==> src/rtl/div_unit.sv <==
// Iterative restoring divider for DIV/DIVU: one quotient bit per cycle,
// producing {remainder, quotient} for the HI/LO write port.
module div_unit #(
   parameter int WIDTH = 32,
   parameter int CNT_W = 6
) (
   input  logic                 clk,
   input  logic                 rst,
   input  logic                 start_i,
   input  logic                 signed_i,
   input  logic [WIDTH-1:0]     opdata1_i,
   input  logic [WIDTH-1:0]     opdata2_i,
   input  logic                 annul_i,
   output logic [2*WIDTH-1:0]   result_o,
   output logic                 ready_o,
   output logic                 busy_o
);

   typedef enum logic [1:0] {IDLE, BUSY, DONE} state_e;

   state_e               state_q;
   logic [CNT_W-1:0]     cnt_q;
   logic [WIDTH-1:0]     dvd_q;
   logic [WIDTH-1:0]     dvs_q;
   logic [WIDTH:0]       rem_q;
   logic                 q_neg_q;
   logic                 r_neg_q;
   logic [2*WIDTH-1:0]   result_q;
   logic                 ready_q;

   logic                 op1_neg, op2_neg;
   logic [WIDTH-1:0]     op1_abs, op2_abs;
   logic [WIDTH+1:0]     trial, diff;
   logic [WIDTH:0]       rem_d;
   logic [WIDTH-1:0]     quo_d, quo_fix, rem_fix;

   always_comb begin
      op1_neg = signed_i & opdata1_i[WIDTH-1];
      op2_neg = signed_i & opdata2_i[WIDTH-1];
      op1_abs = op1_neg ? (~opdata1_i + WIDTH'(1)) : opdata1_i;
      op2_abs = op2_neg ? (~opdata2_i + WIDTH'(1)) : opdata2_i;

      // dvd_q shifts out dividend bits at the top and takes quotient bits at the bottom
      trial = {rem_q, dvd_q[WIDTH-1]};
      diff  = trial - {2'b00, dvs_q};
      if (diff[WIDTH+1]) begin
         rem_d = trial[WIDTH:0];
         quo_d = {dvd_q[WIDTH-2:0], 1'b0};
      end else begin
         rem_d = diff[WIDTH:0];
         quo_d = {dvd_q[WIDTH-2:0], 1'b1};
      end

      quo_fix = q_neg_q ? (~quo_d + WIDTH'(1)) : quo_d;
      rem_fix = r_neg_q ? (~rem_d[WIDTH-1:0] + WIDTH'(1)) : rem_d[WIDTH-1:0];
   end

   always_ff @(posedge clk) begin
      if (rst) begin
         state_q  <= IDLE;
         cnt_q    <= '0;
         dvd_q    <= '0;
         dvs_q    <= '0;
         rem_q    <= '0;
         q_neg_q  <= 1'b0;
         r_neg_q  <= 1'b0;
         result_q <= '0;
         ready_q  <= 1'b0;
      end else begin
         ready_q <= 1'b0;
         unique case (state_q)
            IDLE: begin
               if (start_i && !annul_i) begin
                  dvd_q   <= op1_abs;
                  dvs_q   <= op2_abs;
                  rem_q   <= '0;
                  cnt_q   <= '0;
                  q_neg_q <= op1_neg ^ op2_neg;
                  r_neg_q <= op1_neg;
                  if (opdata2_i == '0) begin
                     result_q <= {opdata1_i, {WIDTH{1'b1}}};
                     ready_q  <= 1'b1;
                     state_q  <= DONE;
                  end else begin
                     state_q  <= BUSY;
                  end
               end
            end
            BUSY: begin
               if (annul_i) begin
                  state_q <= IDLE;
               end else begin
                  dvd_q <= quo_d;
                  rem_q <= rem_d;
                  cnt_q <= cnt_q + CNT_W'(1);
                  if (cnt_q == CNT_W'(WIDTH-1)) begin
                     result_q <= {rem_fix, quo_fix};
                     ready_q  <= 1'b1;
                     state_q  <= DONE;
                  end
               end
            end
            DONE: begin
               state_q <= IDLE;
            end
            default: begin
               state_q <= IDLE;
            end
         endcase
      end
   end

   assign result_o = result_q;
   assign ready_o  = ready_q;
   assign busy_o   = (state_q != IDLE);

endmodule
==> config.mk <==
export PLATFORM = sky130hd
export DESIGN_NAME = div_unit
export DESIGN_NICKNAME = d
export VERILOG_FILES = /design/src/rtl/div_unit.sv
export SDC_FILE = /design/constraint.sdc
export NUM_CORES = 1
export LEC_CHECK = 0
export BUFFER_PORTS_ARGS = -buffer_cell sky130_fd_sc_hd__buf_2
export CORE_MARGIN = 2
export CORE_UTILIZATION = 55
export DETAILED_ROUTE_END_ITERATION = 8
export GPL_TIMING_DRIVEN = 0
export PLACE_DENSITY = 0.82
export SLEW_MARGIN = 10
export SYNTH_ARGS = -nofsm -noshare
export SYNTH_HDL_FRONTEND = slang
export SYNTH_SLANG_ARGS = --single-unit
==> constraint.sdc <==
create_clock -name clk -period 8.93 [get_ports clk]
set_input_delay 0 -clock clk [delete_from_list [all_inputs] [get_ports clk]]
set_output_delay 0 -clock clk [all_outputs]
set_load 0.01 [all_outputs]
## Word level (Yosys, flattened, before mapping)

Cells that the tools add are included.

| cells by class | value |
|---|---|
| bitwise logic cells | 7 |
| equality and inequality tests | 7 |
| reductions and logical operators | 10 |
| $add $sub $neg | 6 |
| multiplexer cells | 30 |

Operators with widths:

| kind | number |
|---|---|
| 2-to-1 mux 64 bit | 4 |
| 2-to-1 mux 32 bit | 6 |
| adder 32 x 1 -> 32 bit (second input constant) | 4 |
| NOT 32 bit | 4 |
| one-hot mux 64 bit (2 select lines) | 1 |
| 2-to-1 mux 33 bit | 3 |
| one-hot mux 33 bit (2 select lines) | 1 |
| one-hot mux 32 bit (2 select lines) | 1 |
| subtractor 34 x 32 -> 34 bit | 1 |
| zero test 32 bit | 1 |
| 2-to-1 mux 6 bit | 2 |
| one-hot mux 6 bit (2 select lines) | 1 |
| 2-to-1 mux 2 bit | 4 |
| inequality test 2 bit (second input constant) | 4 |
| adder 6 x 1 -> 6 bit (second input constant) | 1 |
| equality test 6 x 5 -> 1 bit (second input constant) | 1 |
| 2-to-1 mux 1 bit | 5 |
| AND reduction 5 bit | 1 |
| one-hot mux 2 bit (2 select lines) | 1 |
| AND reduction 2 bit | 2 |
| nonzero test 2 bit | 2 |
| inequality test 3 bit (second input constant) | 1 |
| AND reduction 3 bit | 1 |
| AND 1 bit | 2 |
| 6 further kinds | 6 |

| word-level totals | value |
|---|---|
| bits in registers | 172 |
| logic and storage cells | 69 |
| output and inout bits | 66 |
| bits of input ports | 69 |

## Logic depth before layout (Yosys ltp)

| depth | value |
|---|---|
| word-level depth | 8 |
| mapped depth | 28 |
| mapped depth without buffers | 24 |

## Least setup slack after synthesis

No wires, ideal clock.

| timing | value |
|---|---|
| kind | register to register |
| start point | register dvs_q[30] |
| end point | register result_q[62] (netlist: result_o[62]) |
| required time | 8.842 ns |
| buffers on the path | 3 |
| arrival time | 5.903 ns |
| path slack | 2.939 ns |
| period minus slack after synthesis | 5.991 ns |
| setup time | 0.088 ns |
| cell stages (with the launch flop) | 28 |
| cell sequence | dfxtp_1 > inv_1 > ha_1 > nand4_1 > or4_4 > nor4_2 > o21ai_1 > a31oi_4 > nor2_4 > inv_2 > buf_2 > buf_2 > buf_1 > nor2_1 > a21oi_1 > ha_1 > nand2b_1 > or4_1 > nor3_1 > nand2_1 > or4_1 > a21oi_1 > a41oi_1 > nor2_1 > nand3_2 > or3_1 > o31a_1 > a311oi_2 |

| between the ends | value |
|---|---|
| cells in the longest elaborated chain, start to end | 8 |

Ends and longest elaborated chain:

| item | RTL line | text |
|---|---|---|
| from (decl) | 24 | `logic [WIDTH-1:0] dvs_q;` |
| from (signal assigned) | 75 | `dvs_q <= op2_abs;` |
| subtractor 34 x 32 -> 34 bit (*) | 45 | `diff = trial - {2'b00, dvs_q};` |
| 2-to-1 mux 33 bit (*) | 46 | `if (diff[WIDTH+1]) begin` |
| NOT 32 bit | 55 | `rem_fix = r_neg_q ? (~rem_d[WIDTH-1:0] + WIDTH'(1)) : rem_d[WIDTH-1:0];` |
| adder 32 x 1 -> 32 bit | 55 |  |
| 2-to-1 mux 32 bit (*) | 55 |  |
| 2-to-1 mux 64 bit (*) | 96 | `if (cnt_q == CNT_W'(WIDTH-1)) begin` |
| 2-to-1 mux 64 bit (*) | 90 | `if (annul_i) begin` |
| one-hot mux 64 bit (2 select lines) (*) | 71 | `unique case (state_q)` |
| to (signal assigned) | 81 | `result_q <= {opdata1_i, {WIDTH{1'b1}}};` |
| to (signal assigned) | 97 | `result_q <= {rem_fix, quo_fix};` |
| to (decl) | 28 | `logic [2*WIDTH-1:0] result_q;` |

Mark *: on every way between the ends. The rest lies on a longest branch, timed or not. The select of a mux whose other input is x is not followed.
A chain may end at the register's enable or synchronous reset.

## Final worst setup path

| timing | value |
|---|---|
| start point | register dvs_q[29] |
| end point | register result_q[62] (netlist: result_o[62]) |

Same word-level chain as after synthesis.

==> impl_metrics.tcl <==
set metrics [dict create \
    clk-insertion-delay-late_ns 0.44 \
    worstReg2RegStart "dvs_q[29]" \
    ys_warn_count 0 \
    critical_path.max_fanout 10 \
    die-area_mm2 0.0229 \
    io_buffers 133 \
    min_path_type "in2reg" \
    grt_max_degree 17 \
    crit_arrival_ns 8.29 \
    clkTransAtPathRegs_ns 0.07 \
    reg2reg_to "result_o[62]" \
    critPathCaptureType "flip-flop" \
    finalMaxSlewViolations 0 \
    viasPerCell 6.31 \
    drt.antenna.violating_nets 0 \
    max_slew_margin 0.325 \
    p_leak_uw 0.00557 \
    finalCritPeriodShare 0.889 \
    synth_flop_cell "dfxtp_1" \
    dpl_worst_slack_ns 1.35 \
    status "complete, but fails checks" \
    cpMaxStageDelayCell "buf_1" \
    ios 135 \
    gp_congestion 0.999 \
    routedWlPerCell_um 20.2 \
    numClockSinks 172 \
    fmax_mhz 126 \
    clock_skew_ns 0.00870 \
    fin_setup_tns_ns 0 \
    ys_seq_elements 172 \
    cts_resized 0 \
    crit_start "dvs_q[29]" \
    yosysUniqueCellTypes 77 \
    violations "design-rule violations" \
    area_growth_pct 18.3 \
    cap_violations 0 \
    grt-ovfl-total 0 \
    cts_tree "done" \
    timing.final.setup_violations 0 \
    antenna_found_initial 0 \
    fin_nets 1949 \
    synth_edf_count 0 \
    start_kind "flip-flop" \
    synthArstFlopShare 0 \
    n_antenna_cell 0 \
    hold_violations 0 \
    yosysSeqAreaShare 0.288 \
    powerDensity_mw_per_mm2 154 \
    die_w_um 151 \
    cp.required_ns 9.28 \
    ir_worst_vdd_v 0.000114 \
    multi_input_area_mm2 0.00790 \
    drc_errors 4 \
    drtIter0Drc 1150 \
    syn_avg_cell_area_um2 7.31 \
    grt_use_total 0.370 \
    wirelength_um 43100 \
    rows 53 \
    grt_pass1_wl_um 65400 \
    initial_core_util 0.565 \
    synth.top_cell.area_share 0.288 \
    fin_ws_ns 0.991 \
    crit_path_max_incr_delay_ns 0.69 \
    min_period_ns 7.94 \
    worstMarginPinSlew_ns 1.01 \
    rsz0062_at_grt "no" \
    syn_nets 1742 \
    r2r_cells 27 \
    clockRootBuffer "clkbuf_16" \
    endpoint "result_o[62]" \
    cts_buffers 17 \
    ff_latch_area_mm2 0.00344 \
    vias 13400 \
    synth_area_mm2 0.0120 \
    firstDrtPassIters 9 \
    layout-drive-gt1-share 0.105 \
    post_cts_buffers 0 \
    grt_pass1_vias 12500 \
    reg2reg_slack_ns 0.99 \
    htree_levels 4 \
    synth_top_cell_by_area "dfxtp_1" \
    syn-instance-count 1635 \
    die_h_um 151 \
    num-fill-cells 1765 \
    post-dp-hpwl_um 32600 \
    core-area_mm2 0.0212 \
    critPathKind "reg2reg" \
    netlist_top_cells_area "dfxtp_1 29%, nor2_1 7.9%, a21oi_1 6.2%" \
    clk_path_buf_depth 2 \
]
synthesized netlist by cell type (20+ instances only):
cell type	count
a211oi_1	73
a21oi_1	148
a22oi_1	20
a311oi_1	31
clkbuf_1	91
dfxtp_1	172
ha_1	37
inv_1	56
nand2_1	176
nand3_1	22
nor2_1	250
nor3_1	37
o21ai_0	75
or3_1	24
xnor2_1	60
xor2_1	67
cell usage in the layout (no fill, tap or decap), types with 8 or more instances in the layout:
cell type	netlist	final
nand4_1	16	16
a22oi_1	20	20
xor2_1	67	67
o41ai_1	16	16
and3_1	11	11
mux2i_1	16	16
dlygate4sd3_1	0	55
o31ai_1	18	18
clkbuf_1	91	91
or3_1	24	24
or4_1	18	18
dfxtp_1	172	172
nand2_1	176	176
o22ai_1	9	9
nand3_1	22	22
nand2b_1	16	16
a21oi_1	148	148
nor4_1	16	16
a311oi_1	31	31
a21o_1	9	9
a211oi_1	73	73
nor3_1	37	37
clkbuf_16	0	17
a31oi_1	17	17
nor2_1	250	250
inv_1	56	56
buf_2	6	139
and2_1	11	11
o21ai_0	75	75
nor2b_1	8	8
o211ai_1	17	17
ha_1	37	37
xnor2_1	60	60
logic make-up after synthesis:
| logic type | Yosys count | share of synthesized area |
|---|---|---|
| AOI/OAI and AO/OA | 489 | 0.270 |
| xor gates and xnor gates | 127 | 0.0931 |
| adders and majority gates | 38 | 0.0404 |
| buffers and inverters | 159 | 0.0509 |
| DFF | 172 | 0.288 |
| muxes | 16 | 0.0134 |
| and+or+nand+nor | 634 | 0.244 |
layout make-up:
type / instances / area share
multi-input cells: 1304 / 0.559
flip-flops and latches: 172 / 0.244
inverters: 57 / 0.0151
clock inverters: 14 / 0.0131
repair buffers: 188 / 0.0860
plain buffers: 102 / 0.0279
well taps: 275 / 0.0243
clock buffers: 18 / 0.0311
what timing repair did:
| action | in CTS | in global routing |
|---|---|---|
| endpoints found under the setup margin | 0 | 0 |
| hold buffers | 55 | 0 |
| hold endpoints to repair | 55 | 0 |
critical path, delay by kind of cell, from the launching register on:
family | cells | cell delay [ns]
and+or+nand+nor | 13 | 3.71
AOI/OAI and AO/OA | 7 | 1.53
buffers and inverters | 5 | 1.46
adders and majority gates | 2 | 0.68
DFF | 1 | 0.45
state kept, by name, summed over array words and instances (netlist names):
signal and flops:
ready_o 1, q_neg_q 1, cnt_q 6, r_neg_q 1, result_o 64, dvd_q 32
rem_q 33, dvs_q 32, state_q 2
per-layer routing:
metal | vias up | part of all wire | GRT usage
li1 | 6332 | - | -
met1 | 6091 | 0.38 | 0.447
met2 | 836 | 0.46 | 0.618
met3 | 179 | 0.10 | 0.0551
met4 | 0 | 0.061 | 0.233
met5 | - | 0 | 0
worst min path at each step:
stage	startpoint	end	slack [ns]	depth (start not counted)
after global routing	signed_i	q_neg_q	0.02	3
after floorplan	opdata2_i[0]	dvs_q[0]	0.14	2
after detailed placement	opdata2_i[0]	dvs_q[0]	0.29	3
after global placement	opdata2_i[0]	dvs_q[0]	0.27	3
final	opdata2_i[5]	dvs_q[5]	0.01	3
after CTS	opdata2_i[5]	dvs_q[5]	0.001	3
power by group:
part | internal, uW | switching [uW]
Combinational | 191 | 360
Clock | 455 | 350
Sequential | 790 | 27.4
stage by stage:
step / area (um2) / util / std cells / hold slack, ns / total power (uW)
2_1_floorplan: 12000 / - / 1635 / 0.136 / 1190
3_3_place_gp: 13000 / 0.613 / 2043 / 0.274 / 1330
3_5_place_dp: 13000 / 0.613 / 2043 / 0.286 / 1340
4_1_cts: 14100 / 0.668 / 2130 / 0.00110 / 2150
5_1_grt: 14100 / 0.668 / 2130 / 0.0213 / 2240
6_report: 14100 / 0.668 / 2130 / 0.0114 / 2170
No activity file was read; power rests on OpenSTA's default activity.
